--- src/rtl/mem_master.sv ---
// mem_master: single/burst read-write initiator for the single-port data memory.
// Define MEM_MASTER_BOUNDS_CHECK_EN to reject requests that run past MEM_LEN instead of wrapping.
module mem_master #(
  parameter  int DATA_W    = 32,
  parameter  int MEM_LEN   = 512,
  parameter  int MAX_BURST = 16,
  localparam int ADDR_W    = $clog2(MEM_LEN),
  localparam int LEN_W     = $clog2(MAX_BURST) + 1
) (
  input  logic              clk,
  input  logic              rst,
  input  logic              req_valid,
  output logic              req_ready,
  input  logic              req_we,
  input  logic [ADDR_W-1:0] req_addr,
  input  logic [LEN_W-1:0]  req_len,
  input  logic              wr_valid,
  output logic              wr_ready,
  input  logic [DATA_W-1:0] wr_data,
  output logic              rd_valid,
  input  logic              rd_ready,
  output logic [DATA_W-1:0] rd_data,
  output logic              rd_last,
  output logic              busy,
  output logic              done,
  output logic              err,
  output logic [ADDR_W-1:0] mem_addr,
  output logic              mem_we,
  output logic [DATA_W-1:0] mem_wdata,
  input  logic [DATA_W-1:0] mem_rdata
);

  typedef enum logic [2:0] {
    IDLE,
    RD_ADDR,
    RD_OUT,
    WR_WAIT,
    WR_DRIVE,
    DONE
  } state_e;

  localparam logic [LEN_W-1:0] MAX_LEN = LEN_W'(MAX_BURST);

  state_e            state_q;
  logic [ADDR_W-1:0] base_q;
  logic [LEN_W-1:0]  len_q;
  logic [LEN_W-1:0]  i_q;
  logic [ADDR_W-1:0] mem_addr_q;
  logic              mem_we_q;
  logic [DATA_W-1:0] mem_wdata_q;
  logic              rd_valid_q;
  logic              rd_last_q;
  logic [DATA_W-1:0] rd_data_q;
  logic              done_q;
  logic              err_q;

  logic [LEN_W-1:0]  iNext;
  logic              lastBeat;
  logic              reqBad;

  assign iNext    = i_q + LEN_W'(1);
  assign lastBeat = (iNext == len_q);

`ifdef MEM_MASTER_BOUNDS_CHECK_EN
  // Widened so base + len can never overflow before the compare.
  logic [ADDR_W+LEN_W-1:0] reqEnd;
  assign reqEnd = (ADDR_W+LEN_W)'(req_addr) + (ADDR_W+LEN_W)'(req_len);
`endif

  always_comb begin
    reqBad = (req_len == '0) || (req_len > MAX_LEN);
`ifdef MEM_MASTER_BOUNDS_CHECK_EN
    if (reqEnd > (ADDR_W+LEN_W)'(MEM_LEN)) begin
      reqBad = 1'b1;
    end
`endif
  end

  // Status decodes come straight from state so req_ready rises the cycle rst falls.
  assign req_ready = (state_q == IDLE) && !rst;
  assign wr_ready  = (state_q == WR_WAIT);
  assign busy      = (state_q != IDLE);

  assign mem_addr  = mem_addr_q;
  assign mem_we    = mem_we_q;
  assign mem_wdata = mem_wdata_q;
  assign rd_valid  = rd_valid_q;
  assign rd_last   = rd_last_q;
  assign rd_data   = rd_data_q;
  assign done      = done_q;
  assign err       = err_q;

  always_ff @(posedge clk) begin
    if (rst) begin
      state_q     <= IDLE;
      base_q      <= '0;
      len_q       <= '0;
      i_q         <= '0;
      mem_addr_q  <= '0;
      mem_we_q    <= 1'b0;
      mem_wdata_q <= '0;
      rd_valid_q  <= 1'b0;
      rd_last_q   <= 1'b0;
      rd_data_q   <= '0;
      done_q      <= 1'b0;
      err_q       <= 1'b0;
    end else begin
      mem_we_q <= 1'b0;
      done_q   <= 1'b0;
      err_q    <= 1'b0;
      unique case (state_q)
        IDLE: begin
          if (req_valid) begin
            base_q <= req_addr;
            len_q  <= req_len;
            i_q    <= '0;
            if (reqBad) begin
              state_q <= DONE;
              done_q  <= 1'b1;
              err_q   <= 1'b1;
            end else if (req_we) begin
              state_q <= WR_WAIT;
            end else begin
              state_q    <= RD_ADDR;
              mem_addr_q <= req_addr;
            end
          end
        end
        // Memory reads combinationally; data is sampled at the end of the address cycle.
        RD_ADDR: begin
          rd_data_q  <= mem_rdata;
          rd_valid_q <= 1'b1;
          rd_last_q  <= lastBeat;
          state_q    <= RD_OUT;
        end
        RD_OUT: begin
          if (rd_ready) begin
            rd_valid_q <= 1'b0;
            rd_last_q  <= 1'b0;
            i_q        <= iNext;
            if (lastBeat) begin
              state_q <= DONE;
              done_q  <= 1'b1;
            end else begin
              state_q    <= RD_ADDR;
              mem_addr_q <= base_q + ADDR_W'(iNext);
            end
          end
        end
        WR_WAIT: begin
          if (wr_valid) begin
            mem_wdata_q <= wr_data;
            mem_addr_q  <= base_q + ADDR_W'(i_q);
            mem_we_q    <= 1'b1;
            state_q     <= WR_DRIVE;
          end
        end
        WR_DRIVE: begin
          i_q <= iNext;
          if (lastBeat) begin
            state_q <= DONE;
            done_q  <= 1'b1;
          end else begin
            state_q <= WR_WAIT;
          end
        end
        DONE: begin
          state_q <= IDLE;
        end
        default: begin
          state_q <= IDLE;
        end
      endcase
    end
  end

endmodule

--- config.mk ---
export PLATFORM = sky130hd
export DESIGN_NAME = mem_master
export DESIGN_NICKNAME = d
export VERILOG_FILES = /design/src/rtl/mem_master.sv
export SDC_FILE = /design/constraint.sdc
export NUM_CORES = 1
export LEC_CHECK = 0
export ABC_AREA = 1
export BUFFER_PORTS_ARGS = -buffer_cell sky130_fd_sc_hd__buf_4
export CAP_MARGIN = 15
export CORE_MARGIN = 3
export CORE_UTILIZATION = 44
export DETAILED_ROUTE_END_ITERATION = 16
export GPL_ROUTABILITY_DRIVEN = 0
export PLACE_DENSITY_LB_ADDON = 0.12
export SYNTH_ARGS = -nofsm -noshare
export SYNTH_HDL_FRONTEND = slang
export SYNTH_SLANG_ARGS = --single-unit
--- constraint.sdc ---
create_clock -name clk -period 2.8 [get_ports clk]
set_input_delay 0.56 -clock clk [delete_from_list [all_inputs] [get_ports clk]]
set_output_delay 0.56 -clock clk [all_outputs]
set_load 0.01 [all_outputs]
---- After elaboration in Yosys (flattened, before gate mapping) ----
Index checks and enable logic that the tools add are counted.
word-level totals
  register bits after elaboration ......... 100
  input bits .............................. 84
  word-level logic and storage cells ...... 73
operators by class
  bitwise gates (word level) .............. 2
  multiplexer cells ....................... 27
  add/sub/neg operators ................... 3
  magnitude comparators ................... 1
  equality and inequality tests ........... 11
  reduce and logical (&&, ||, !) cells .... 17
operator list
  kind                   number
  $mux W9                6
  $pmux W9 S3            1
  $add A9 B5 Y9          2
  $mux W3                6
  $pmux W3 S5            1
  $pmux W5 S3            1
  $ne A2 B2 Y1 const B   6
  $mux W5                2
  $reduce_bool A3 Y1     3
  $reduce_and A7 Y1      1
  $eq A3 B2 Y1 const B   2
  $mux W1                6
  $reduce_and A2 Y1      3
  $reduce_and A3 Y1      2
  $add A5 B1 Y5 const B  1
  $eq A5 B5 Y1           1
  $gt A5 B5 Y1 const B   1
  $logic_not A5 Y1       1
  $pmux W1 S2            2
  $reduce_or A2 Y1       2
  $eq A3 B1 Y1 const B   1
  $eq A3 B3 Y1 const B   1
  $logic_not A3 Y1       1
  $pmux W1 S3            1
  other kinds (6)        7

---- Depth between registers and ports, before layout ----
Gate-level depths: netlist (run 1).
  word-level depth ........................ 5
  mapped depth ............................ 18

---- Worst setup path after synthesis (run 1) ----
No wires, ideal clock.
  path kind ............................... register to register
  start point ............................. register state_q[2]
  end point ............................... register mem_addr_q[8] (netlist: mem_addr[8])
  library setup time ...................... 0.070 ns
  period minus slack after synthesis ...... 2.461 ns
  data arrival time ....................... 2.391 ns
  cell stages (with the launch flop) ...... 16
  path slack .............................. 0.339 ns
  buffers on the path ..................... 1
  cells stage by stage .................... dfxtp_1 -> nor2_2 -> nand2_2 -> inv_2 -> clkbuf_1 -> o21ai_0 -> fa_1 -> nand3_1 -> nand3_1 -> nand2_1 -> nand2_1 -> nand2_1 -> nand3_1 -> nand2_1 -> nand4_1 -> a21oi_1
between the ends
  word-level cells in the longest chain between the ends .. 3
RTL lines
  what                                                                 RTL line  RTL
  start: declaration                                                   44        state_e state_q;
  start signal: assignment                                             95        state_q <= IDLE;
  start signal: assignment                                             118       state_q <= DONE;
  start signal: assignment                                             122       state_q <= WR_WAIT;
  $eq A3 B2 Y1 *                                                       --
  named net wr_ready                                                   18        output logic wr_ready,
  $ne A2 B2 Y1 (no source line) or $reduce_bool A3 Y1 (tied branches)  --
  $reduce_and A7 Y1 (no source line)                                   --
  end signal: assignment                                               125       mem_addr_q <= req_addr;
  end signal: assignment                                               146       mem_addr_q <= base_q + ADDR_W'(iNext);
  end signal: assignment                                               153       mem_addr_q <= base_q + ADDR_W'(i_q);
  end: declaration                                                     48        logic [ADDR_W-1:0] mem_addr_q;
Mark *: on every way through the listed nets, which the timed path passes. The rest lies on a longest branch.
A chain may end at the register's enable or synchronous reset.

---- Final worst setup path (run 1) ----
  start point ............................. register state_q[2]
  end point ............................... register mem_addr_q[8] (netlist: mem_addr[8])
between the ends
  word-level cells in the longest chain between the ends .. 3
RTL lines
  what                                                                 RTL line  RTL
  $eq A3 B2 Y1 or $logic_not A3 Y1 (tied branches)                     111       unique case (state_q)
  $ne A2 B2 Y1 (no source line) or $reduce_bool A3 Y1 (tied branches)  --
  $reduce_and A7 Y1 (no source line)                                   --
Parallel ways exist; a longest one is shown, timed or not.

==> impl_metrics.tcl, run 1 <==
set metrics [dict create \
    timing.hold.ws_ns 0.420 \
    wl_per_cell_um 13.4 \
    maxCapViolCount 0 \
    avgSynthCellArea_um2 7.36 \
    drt-total-wl_um 11700 \
    synthesis.area_um2 4360 \
    cts_made_buffers 9 \
    die_h_um 106 \
    grt_max_degree 50 \
    rows 35 \
    ant_nets 0 \
    met1_length_um 4950 \
    initial_core_util_pct 46.3 \
    period_needed_ns 2.38 \
    path_common_cell "nand2_1" \
    highest_layer "met4" \
    switching_power_mw 1.96 \
    clk_pin_slew_ns 0.11 \
    pwr-share-seq_pct 39.0 \
    setup-tns-final_ns 0 \
    yosys_warnings 0 \
    crit_type "reg2reg" \
    worst_pin_slew_ns 0.995 \
    cellPowerDensity_nw_per_um2 850 \
    slew_headroom_pct 33.6 \
    finalNetCount 835 \
    crit_required_ns 3.09 \
    hold_buffers 0 \
    cts_tree "done" \
    setup_viol 0 \
    syn_nets 684 \
    clockRootBuffer "clkbuf_8" \
    cts_num_sinks 100 \
    internal_power_mw 3.05 \
    status "finished clean" \
    async_reset_ff_share_pct 0 \
    start_kind "flip-flop" \
    synth-seq-cells 100 \
    grt_pass1_vias 4077 \
    vdd_ir_drop_max_mv 0.482 \
    syn_inst 593 \
    grt_overflow 0 \
    wl_met2_um 5700 \
    grt_util_all_layers_pct 20.6 \
    synthTopCellsByArea "dfxtp_1, nand2_1, nor2_1" \
    vias 4306 \
    io_pins 165 \
    synth_area_leader_cell "dfxtp_1" \
    critical-path-slowest-cell "dfxtp_1" \
    netlist-cell-type-count 35 \
    dr_wl_met3_um 1010 \
    p_clk_share_pct 19.5 \
    cp.arrival_ns 2.68 \
    power.share.combinational_pct 41.5 \
    drc 0 \
    yosys-top-cells-count "nand2_1, dfxtp_1, nor2_1" \
    finish.instance_area_um2 5890 \
    drive_gt1_share_pct 27.8 \
    grt_pass1_wl_um 19000 \
    avgViaCountPerCell 4.90 \
    fp.coreArea_um2 9420 \
    swShare_pct 39.1 \
    drt_iter0_drc 209 \
    numPortBuffers 164 \
    skew_ns 0.0142 \
    hpwlAfterDp_um 8510 \
    seq_area_frac_synth_pct 45.9 \
    placed_area_um2 5670 \
    die_area_um2 11100 \
    clock_latency_ns 0.35 \
    synth_top_cell_area_share_pct 45.9 \
    fmax_ghz 0.420 \
    die_w_um 106 \
    area_delta_synth_final_pct 34.9 \
    min_period_over_period_pct 85.1 \
    num_antenna_cells 0 \
    synth_most_common_cell "nand2_1" \
    cp-end-kind "flip-flop" \
    htree_levels 3 \
    dr.pass1.iters 4 \
    path_cells "nor2_2, nand2_2, xor2_1, inv_1, ha_1, fa_1, nand3_1, nand3_1, nand2_1, nand2_1, nand2_1, nand3_1, nand2_1, nand4_1, a21oi_1" \
    synthFlopType "dfxtp_1" \
    leakage_nw 2.74 \
    crit_path_max_incr_delay_ns 0.46 \
    timing.final.hold_violations 0 \
    rsz0062_at_grt "no" \
    synth_edf_count 0 \
    cts_resized 0 \
    slew_viol_final 0 \
    min_path_type "in2reg" \
    clockBufferDepth 2 \
    antenna_found_initial 0 \
    post-cts-setup-buffers 0 \
    cp_max_fo 10 \
]
[cell type report]
cell class              instances  area (um^2)
well taps                     129          161
repair buffers                170         1280
multi-input cells             423         2080
clock buffers                  10          138
inverters                      40          150
clock inverters                 6         76.3
flip-flops and latches        100         2000
fillers                       867         3530
[routing by layer]
layer  track usage (%)  vias to the layer above
li1                  -                     2243
met1              24.8                     1926
met2              34.9                      131
met3              7.10                        6
met4              5.55                        0
met5                 0                        -
[critical path: cells and delay by family (launching register included)]
kind,cells,cell delay [ns]
buf+inv,1,0.05
simple gates,10,0.88
fa+ha+maj,2,0.63
compound gates,1,0.15
xor+xnor,1,0.16
flops,1,0.46
[cell usage in the layout (no fill, tap or decap), drive strengths merged]
| cell | Yosys | layout |
|---|---|---|
| bufinv | 0 | 1 |
| o21ai | 53 | 53 |
| clkbuf | 23 | 10 |
| nor2 | 106 | 106 |
| a211oi | 2 | 2 |
| clkinv | 1 | 2 |
| xnor2 | 2 | 2 |
| a31oi | 1 | 1 |
| nand4 | 15 | 15 |
| o211ai | 1 | 1 |
| xor2 | 2 | 2 |
| a21o | 1 | 1 |
| a21oi | 54 | 54 |
| a22oi | 4 | 4 |
| or2 | 1 | 1 |
| fa | 1 | 1 |
| o21bai | 1 | 1 |
| nand3 | 51 | 51 |
| nand2 | 121 | 121 |
| ha | 6 | 6 |
| buf | 7 | 170 |
| inv | 39 | 43 |
| nor3 | 1 | 1 |
| dfxtp | 100 | 100 |
[cells by family (layout without fill, tap and decap cells)]
logic type	after synthesis	count (layout)	synth area share, %
AO/OA/AOI/OAI	117	117	14.2
XOR/XNOR	4	4	0.803
adder cells (fa/ha/maj)	7	7	2.18
buffers and inverters	70	226	6.42
flip-flops	100	100	45.9
AND/OR/NAND/NOR	295	295	30.5
[power groups by stage]
stage          clock [mW]  sequential, mW  combinational [mW]
5_1_grt              1.08            1.99                2.31
6_report            0.978            1.95                2.08
3_3_place_gp            0            1.97                2.05
3_5_place_dp            0            1.98                2.09
4_1_cts              1.01            1.95                2.09
2_1_floorplan           0            2.07                1.19
[path summary, 6_finish.rpt]
kind / startpoint / end / slack [ns] / cells after the start
max: state_q[2] / mem_addr[8] / 0.42 / 15
min: mem_rdata[1] / rd_data[1] / 0.42 / 3
max reg2reg: state_q[2] / mem_addr[8] / 0.42 / 15
min reg2reg: mem_wdata[29] / mem_wdata[29] / 0.46 / 2
[metrics by stage]
stage | power, mW | util, % | cells | worst slack, ns
floorplan | 3.26 | - | 593 | 0.339
global placement | 4.02 | 60.3 | 862 | 0.494
detailed placement | 4.06 | 60.3 | 862 | 0.444
CTS | 5.05 | 62.5 | 878 | 0.425
global route | 5.38 | 62.5 | 878 | 0.204
finish | 5.01 | 62.5 | 878 | 0.417
[registers in the layout (all words and copies together), names as in the netlist]
signal     count
base_q         9
mem_wdata     32
state_q        3
err            1
len_q          5
done           1
rd_data       32
mem_we         1
rd_valid       1
i_q            5
mem_addr       9
rd_last        1
No activity file was read; power rests on OpenSTA's default activity.
==> run 2, diff against run 1 <==
Clock period 2.8 ns to 2.3 ns, I/O delays scaled along.
==> impl_metrics.tcl, run 2 (synthesis gave the netlist of run 1 again) <==
set metrics [dict create \
    grtUsageMet3_pct 7.65 \
    clockRootBuffer "clkbuf_8" \
    placedCellCount 866 \
    swShare_pct 39.0 \
    use_met2_pct 35.5 \
    vias 4439 \
    hold_buffers 0 \
    cts_tree "done" \
    start_kind "flip-flop" \
    wl_per_cell_um 13.8 \
    setup_viol 0 \
    fin_cells 887 \
    min_path_type "in2reg" \
    clock_latency_ns 0.37 \
    drt-total-wl_um 12200 \
    leakage_nw 2.81 \
    finish.instance_area_um2 6040 \
    avgViaCountPerCell 5.00 \
    drt_iter0_drc 197 \
    skew_ns 0.0132 \
    num_antenna_cells 0 \
    area_delta_synth_final_pct 38.5 \
    grtUsageMet1_pct 25.7 \
    fmax_ghz 0.451 \
    cp_max_fo 5 \
    vdd_ir_drop_max_mv 0.606 \
    whs_path_depth 3 \
    cts_made_buffers 9 \
    placed_area_um2 5700 \
    grt_pass1_vias 4133 \
    min_period_over_period_pct 96.5 \
    grt_util_all_layers_pct 21.1 \
    mostFrequentLayoutCells "buf_4, nand2_1, nor2_1, dfxtp_1, a21oi_1" \
    die_h_um 106 \
    slew_viol_final 0 \
    clk_pin_slew_ns 0.11 \
    p_clk_share_pct 20.3 \
    maxCapViolCount 0 \
    grt_overflow 0 \
    pwr-share-seq_pct 37.7 \
    status "finished clean" \
    rr_worst_depth 18 \
    switching_power_mw 2.47 \
    htree_levels 3 \
    rsz0062_at_grt "yes" \
    internal_power_mw 3.86 \
    ant_nets 0 \
    crit_type "reg2reg" \
    cts_num_sinks 100 \
    slew_headroom_pct 33.5 \
    numPortBuffers 164 \
    grt_busiest_layer "met2" \
    power.share.combinational_pct 42.0 \
    antenna_found_initial 0 \
    rows 35 \
    grt_max_degree 49 \
    timing.final.hold_violations 0 \
    io_pins 165 \
    drive_gt1_share_pct 30.7 \
    crit_required_ns 2.61 \
    fp.coreArea_um2 9420 \
    final_common_cell "buf_4" \
    cellPowerDensity_nw_per_um2 1050 \
    grt_pass1_wl_um 19400 \
    timing.hold.ws_ns 0.303 \
    final_util_pct 64.2 \
    initial_core_util_pct 46.3 \
    cp.arrival_ns 2.53 \
    die_area_um2 11100 \
    finalNetCount 844 \
    hpwlAfterDp_um 8670 \
    clockBufferDepth 2 \
    worst_pin_slew_ns 0.997 \
    period_needed_ns 2.22 \
    cp-end-kind "flip-flop" \
    dr.pass1.iters 5 \
    die_w_um 106 \
    drc 0 \
]
-- run 2: cell count changes in the layout (fill, tap and decap cells not counted), sizes merged --
cell / previous run / this run
clkinv: 2 / 1
clkbuf: 10 / 9
bufinv: 1 / 2
clkinvlp: 0 / 1
buf: 170 / 179
-- run 2: stage by stage --
stage | total power [mW] | setup TNS [ns] | setup slack [ns]
after detailed placement | 4.98 | -0.0194 | -0.0144
final | 6.34 | 0 | 0.0806
after global routing | 6.80 | -0.312 | -0.132
after global placement | 4.93 | 0 | 0.0777
after floorplan | 3.97 | 0 | 0.0272
after CTS | 6.29 | 0 | 0.0211
-- run 2: power by group through the flow --
stage,clock network (mW),logic (mW),registers [mW]
6_report,1.29,2.66,2.39
5_1_grt,1.39,2.97,2.44
4_1_cts,1.32,2.59,2.37
3_5_place_dp,0,2.59,2.39
3_3_place_gp,0,2.54,2.39
2_1_floorplan,0,1.45,2.52
-- run 2: metal layers --
layer  share of wire [%]  up-vias  wire length (um)
li1                    -     2257                 -
met2                  49      143              5970
met4                 1.6        0               201
met3                 8.3       21              1020
met5                   0        -                 0
met1                  41     2018              5050
-- run 2: final timing paths --
check / slack (ns) / startpoint / to
hold reg to reg: 0.47 / mem_wdata[29] / mem_wdata[29]
setup / recovery: 0.08 / i_q[0] / mem_addr[8]
hold / removal: 0.30 / mem_rdata[3] / rd_data[3]
setup reg to reg: 0.08 / i_q[0] / mem_addr[8]
-- run 2: final cells by class --
| cell class | count | area (um^2) |
|---|---|---|
| Tap cell | 129 | 161 |
| Clock buffer | 9 | 124 |
| Multi-Input combinational cell | 423 | 2150 |
| Fill cell | 850 | 3370 |
| Timing Repair Buffer | 179 | 1340 |
| Sequential cell | 100 | 2010 |
| Inverter | 40 | 150 |
| Clock inverter | 7 | 105 |
-- run 2: worst max-delay path, cell delays in order, from the launching register on --
cell     delay, ns
dfxtp_4       0.37
ha_4          0.17
inv_1         0.05
nand2_1       0.06
nand2_1       0.08
inv_1         0.06
nand2_1       0.05
o21ai_0       0.08
ha_1          0.36
buf_4         0.17
nand3_2       0.08
nand3_2       0.10
nand2_2       0.10
nand2_2       0.04
nand2_1       0.05
nand3_1       0.06
nand2_1       0.07
nand4_1       0.09
a21oi_2       0.13
-- run 2: timing repair --
item	4_1_cts	5_1_grt
gates resized for setup	1	23
setup buffers	0	5
pin swaps	0	11
setup endpoints to repair	2	6
